--- config.mk ---
export PLATFORM = sky130hd
export DESIGN_NAME = if_id_fetch_stage
export DESIGN_NICKNAME = d
export VERILOG_FILES = /design/src/rtl/if_id_fetch_stage.sv
export SDC_FILE = /design/constraint.sdc
export NUM_CORES = 1
export LEC_CHECK = 0
export CORE_UTILIZATION = 56
export CTS_BUF_LIST = sky130_fd_sc_hd__clkbuf_4 sky130_fd_sc_hd__clkbuf_8
export CTS_CLUSTER_SIZE = 16
export DETAILED_ROUTE_END_ITERATION = 8
export PLACE_DENSITY = 0.88
export SLEW_MARGIN = 20
export SYNTH_ARGS = -nofsm -noshare
export SYNTH_HDL_FRONTEND = slang
export SYNTH_SLANG_ARGS = --single-unit
export TNS_END_PERCENT = 1
--- constraint.sdc ---
create_clock -name Clk -period 3.15 [get_ports Clk]
set_input_delay 0.315 -clock Clk [delete_from_list [all_inputs] [get_ports Clk]]
set_output_delay 0.315 -clock Clk [all_outputs]
set_load 0.01 [all_outputs]
--- src/rtl/if_id_fetch_stage.sv ---
// Instruction-fetch front end: PC, 1-entry fetch slot, req/ack IMEM port and IF/ID register.
// Optional perf counters (Stall_Count/Flush_Count) exist only when FETCH_PERF_EN is defined.
module if_id_fetch_stage #(
    parameter logic [31:0] RESET_PC  = 32'h0000_0000,
    parameter logic [31:0] NOP_INSTR = 32'h0000_0000
`ifdef FETCH_PERF_EN
    ,
    parameter int unsigned PERF_W    = 16
`endif
) (
    input  logic        Clk,
    input  logic        Rst,
    input  logic        PCSrc,
    input  logic [31:0] BranchTarget,
    input  logic        PC_Write,
    input  logic [1:0]  IF_ID_Signal,
    output logic        IMem_Req,
    output logic [31:0] IMem_Addr,
    input  logic        IMem_Ack,
    input  logic [31:0] IMem_Data,
    output logic [31:0] IF_Instruction,
    output logic [31:0] ID_Instruction,
    output logic [31:0] ID_PCPlus4,
    output logic        ID_Valid
`ifdef FETCH_PERF_EN
    ,
    output logic [PERF_W-1:0] Stall_Count,
    output logic [PERF_W-1:0] Flush_Count
`endif
);

    typedef enum logic [1:0] {
        S_IDLE,
        S_FETCH,
        S_FULL,
        S_DRAIN
    } state_t;

    state_t      state_q, state_d;
    logic [31:0] pc_q, pc_d;
    logic [31:0] addr_q, addr_d;
    logic [31:0] slot_q, slot_d;
    logic [31:0] slot_pc_q, slot_pc_d;
    logic        slot_valid_q, slot_valid_d;
    logic [31:0] id_instr_q, id_instr_d;
    logic [31:0] id_pcp4_q, id_pcp4_d;
    logic        id_valid_q, id_valid_d;

    logic [31:0] target;
    logic        req;
    logic        ack;
    logic        ctrl_ok;
    logic        consume;
    logic        slot_free;

    assign target    = BranchTarget & ~32'd3;
    assign req       = (state_q == S_FETCH) || (state_q == S_DRAIN);
    assign ack       = req && IMem_Ack;
    assign ctrl_ok   = (IF_ID_Signal == 2'd0) && !PC_Write;
    assign consume   = ctrl_ok && !PCSrc && slot_valid_q;
    assign slot_free = !slot_valid_q || consume;

    assign IMem_Req       = req;
    assign IMem_Addr      = addr_q;
    assign IF_Instruction = slot_valid_q ? slot_q : NOP_INSTR;
    assign ID_Instruction = id_instr_q;
    assign ID_PCPlus4     = id_pcp4_q;
    assign ID_Valid       = id_valid_q;

    always_comb begin
        state_d      = state_q;
        pc_d         = pc_q;
        slot_d       = slot_q;
        slot_pc_d    = slot_pc_q;
        slot_valid_d = slot_valid_q;
        id_instr_d   = id_instr_q;
        id_pcp4_d    = id_pcp4_q;
        id_valid_d   = id_valid_q;

        if (PCSrc || IF_ID_Signal[1]) begin
            id_instr_d = NOP_INSTR;
            id_valid_d = 1'b0;
        end else if (IF_ID_Signal == 2'd0) begin
            if (consume) begin
                id_instr_d = slot_q;
                id_pcp4_d  = slot_pc_q + 32'd4;
                id_valid_d = 1'b1;
            end else begin
                id_instr_d = NOP_INSTR;
                id_valid_d = 1'b0;
            end
        end

        if (consume) begin
            slot_valid_d = 1'b0;
        end

        // An ack that finds the slot occupied and unconsumed is dropped; the PC
        // is not advanced, so the word is refetched once the slot drains.
        unique case (state_q)
            S_IDLE: state_d = S_FETCH;
            S_FETCH: begin
                if (ack) begin
                    if (PCSrc) begin
                        state_d = S_FETCH;
                    end else if (slot_free) begin
                        slot_d       = IMem_Data;
                        slot_pc_d    = addr_q;
                        slot_valid_d = 1'b1;
                        pc_d         = pc_q + 32'd4;
                        state_d      = ctrl_ok ? S_FETCH : S_FULL;
                    end else begin
                        state_d = S_FULL;
                    end
                end else if (PCSrc) begin
                    state_d = S_DRAIN;
                end
            end
            S_FULL: begin
                if (PCSrc || consume) begin
                    state_d = S_FETCH;
                end
            end
            S_DRAIN: begin
                if (ack) begin
                    state_d = S_FETCH;
                end
            end
            default: state_d = S_IDLE;
        endcase

        if (PCSrc) begin
            pc_d         = target;
            slot_valid_d = 1'b0;
        end

        addr_d = (state_d == S_DRAIN) ? addr_q : pc_d;
    end

    always_ff @(posedge Clk or negedge Rst) begin
        if (!Rst) begin
            state_q      <= S_IDLE;
            pc_q         <= RESET_PC;
            addr_q       <= RESET_PC;
            slot_q       <= '0;
            slot_pc_q    <= '0;
            slot_valid_q <= 1'b0;
            id_instr_q   <= NOP_INSTR;
            id_pcp4_q    <= '0;
            id_valid_q   <= 1'b0;
        end else begin
            state_q      <= state_d;
            pc_q         <= pc_d;
            addr_q       <= addr_d;
            slot_q       <= slot_d;
            slot_pc_q    <= slot_pc_d;
            slot_valid_q <= slot_valid_d;
            id_instr_q   <= id_instr_d;
            id_pcp4_q    <= id_pcp4_d;
            id_valid_q   <= id_valid_d;
        end
    end

`ifdef FETCH_PERF_EN
    logic [PERF_W-1:0] stall_cnt_q;
    logic [PERF_W-1:0] flush_cnt_q;

    always_ff @(posedge Clk or negedge Rst) begin
        if (!Rst) begin
            stall_cnt_q <= '0;
            flush_cnt_q <= '0;
        end else begin
            if ((IF_ID_Signal == 2'd1) && (stall_cnt_q != '1)) begin
                stall_cnt_q <= stall_cnt_q + PERF_W'(1);
            end
            if ((IF_ID_Signal[1] || PCSrc) && (flush_cnt_q != '1)) begin
                flush_cnt_q <= flush_cnt_q + PERF_W'(1);
            end
        end
    end

    assign Stall_Count = stall_cnt_q;
    assign Flush_Count = flush_cnt_q;
`endif

endmodule
==> run summary <==
Primary FF master, synth: dfrtp_1
nets: 998
Worst-Skew Late Latency: 470 ps
pwr dens: 646 nW/um^2
Hold Path Class: input pin to asynchronous set/reset pin
DRC viols: 0
num ports: 201
count of hold-fix buffers inserted at cts: 0
crit path launch type: input pin
via count: 6,625
Post-synth EDFFs: 0
Final Non-Filler Cells: 1,126
Sinks on Clock Net: 196
first-pass GRT wire length: 34,100 um
# placed instances: 1,094
met1 Use GR: 35.4%
Ys Warns: 0
Buffers on Ports: 198
reg2reg start: pc_q[7]
Syn Nets: 811
met2 Resource Use GR: 45.6%
antenna-violating nets left: 0
Syn Area/Cell: 11.8 um^2
Slew Limit Fails: 0
Period minus WS final: 2360 ps
skew final: 17.3 ps
CP startpoint: IF_ID_Signal[1]
Pre-antenna DRT Iters: 5
Rel. slew slack: 36.8%
Seq cells post-synth: 196
layout cell share with drive strength beyond 1: 16.4%
Sum Neg Setup Slack: 0 ps
Crit. End Element: flip-flop
slew at the pin closest to its max-slew limit: 947 ps
mapped cell area: 8720 um^2
routed vias/inst: 5.88
Overall Power: 7340 uW
WS Path Type: input pin to flip-flop
status: finished, violations left
peak supply drop: 329 uV
Area Overhead vs Synth: 30.4%
CP required: 3510 ps
wire length per cell: 18.9 um
height of the die: 127 um
Die X: 127 um
Initial Utilization: 57.3%
GR peak layer: met2
Fin Hold WS: -23.2 ps
achievable frequency: 424 MHz
minimum setup slack after placement: 397 ps
crit path max fanout: 12
H-Tree Depth: 4
Root Driver: clkbuf_8
die area: 16,100 um^2
RSZ-0062 raised after global routing: false
vias in the first global route: 6,464
GRT Util Overall: 27.5%
Synth async-reset ratio: 100%
Synth cell types: 42
Routability Congestion: 0.932
MaxCap Viol Count: 0
GRT Residual Overflow: 0
antenna violations before repair: 0
FILL cells: 1,049
worst setup margin: 790 ps
n_diodes: 0
met3 usage: 6.16%
Post-CTS Resized: 0
Num CTS Buffers: 17
1st-iter DRT viols: 373
Syn Inst Count: 738
post-CTS setup buffers: 0
CTS clk-pin slew, worst paths: 100 ps
register area share after synthesis: 56.3%
final setup fails: 0
core area: 15,200 um^2
Final period util: 74.9%
clk buf depth: 2
DP HPWL: 14,800 um
FP Rows: 45
CTS tree: yes
Critical Path AT: 2720 ps
largest net degree at the start of global routing: 120
Leak: 0.00476 uW
failing checks: negative hold slack
Total Wirelength: 21,200 um
Hold Vio Cnt, Final: 4
==> worst max-delay path: stages <==
cell,delay [ps]
clkdlybuf4s50_1,470
o41ai_1,400
buf_4,180
nand3_1,370
nor4_1,530
xor2_1,140
a221o_1,300
==> layout by cell type, fill, tap and decap left out, drive strengths merged, types with 15 or more instances in the layout <==
cell type,instances
a21oi,41
a22o,32
and2,35
and3,25
buf,18
clkbuf,21
clkdlybuf4s50,197
dfrtp,196
mux2,92
nand2,25
nand3,21
nand4,25
nor2,50
o21ai,15
xnor2,18
xor2,35
==> area by class of cell <==
| cell class | count | area [um^2] | area share [%] |
|---|---|---|---|
| clock buffer | 20 | 269 | 2.37 |
| clock inverter | 12 | 165 | 1.45 |
| inverter | 6 | 22.5 | 0.198 |
| multi-input combinational | 488 | 3610 | 31.8 |
| sequential | 196 | 4900 | 43.2 |
| tap | 188 | 235 | 2.07 |
| timing repair buffer | 216 | 2160 | 19.0 |
==> synth_stat cells, drive strengths merged, types with 14 or more instances <==
cell type	n	area share, %
a21oi	41	2.4
a221o	14	1.6
a22o	32	3.2
and2	35	2.5
and3	25	1.8
clkbuf	40	1.7
dfrtp	196	56
mux2	92	12
nand2	25	1.1
nand3	21	1.2
nand4	25	1.8
nor2	50	2.2
o21ai	15	0.86
xnor2	18	1.8
xor2	35	3.5
==> final timing paths <==
| kind | endpoint | slack, ps | cells after the start |
|---|---|---|---|
| max in group asynchronous | slot_pc_q[13] | 2290 | 2 |
| max reg2reg | IMem_Addr[27] | 850 | 5 |
| min reg2reg | ID_Instruction[10] | 510 | 1 |
| min | slot_q[10] | -20 | 1 |
| min in group Clk | pc_q[3] | 440 | 3 |
| max | IMem_Addr[27] | 790 | 7 |
==> cells by family (layout without fill, tap and decap cells) <==
kind of cell / Yosys count / after routing / synth area share [%]
simple gates: 227 / 227 / 14.5
flops: 196 / 196 / 56.3
mux: 94 / 94 / 12.1
fa+ha+maj: 2 / 2 / 0.287
xor+xnor: 53 / 53 / 5.33
compound gates: 112 / 112 / 8.90
buf+inv: 54 / 254 / 2.56
==> sequential cells by signal, summed over array words and instances, names as in the netlist <==
signal / count
IMem_Addr: 32
ID_PCPlus4: 32
pc_q: 32
slot_pc_q: 32
slot_valid_q: 1
ID_Valid: 1
slot_q: 32
state_q: 2
ID_Instruction: 32
==> stage by stage <==
step | util (%) | cell area (um^2)
finish | 74.8 | 11400
global route | 74.8 | 11400
CTS | 74.8 | 11400
detailed placement | 71.9 | 10900
global placement | 71.9 | 10900
floorplan | - | 8720
==> layer usage <==
metal  up-vias  wire [um]
met5         -          0
met4         0        437
met3        34       1440
met2       252      10400
met1      3296       8960
li1       3043          -
==> where the power goes <==
part | internal, uW | switching [uW]
Sequential | 3100 | 547
Combinational | 1130 | 817
Clock | 852 | 898
Total | 5080 | 2260
Power figures use the tool's default switching activity.
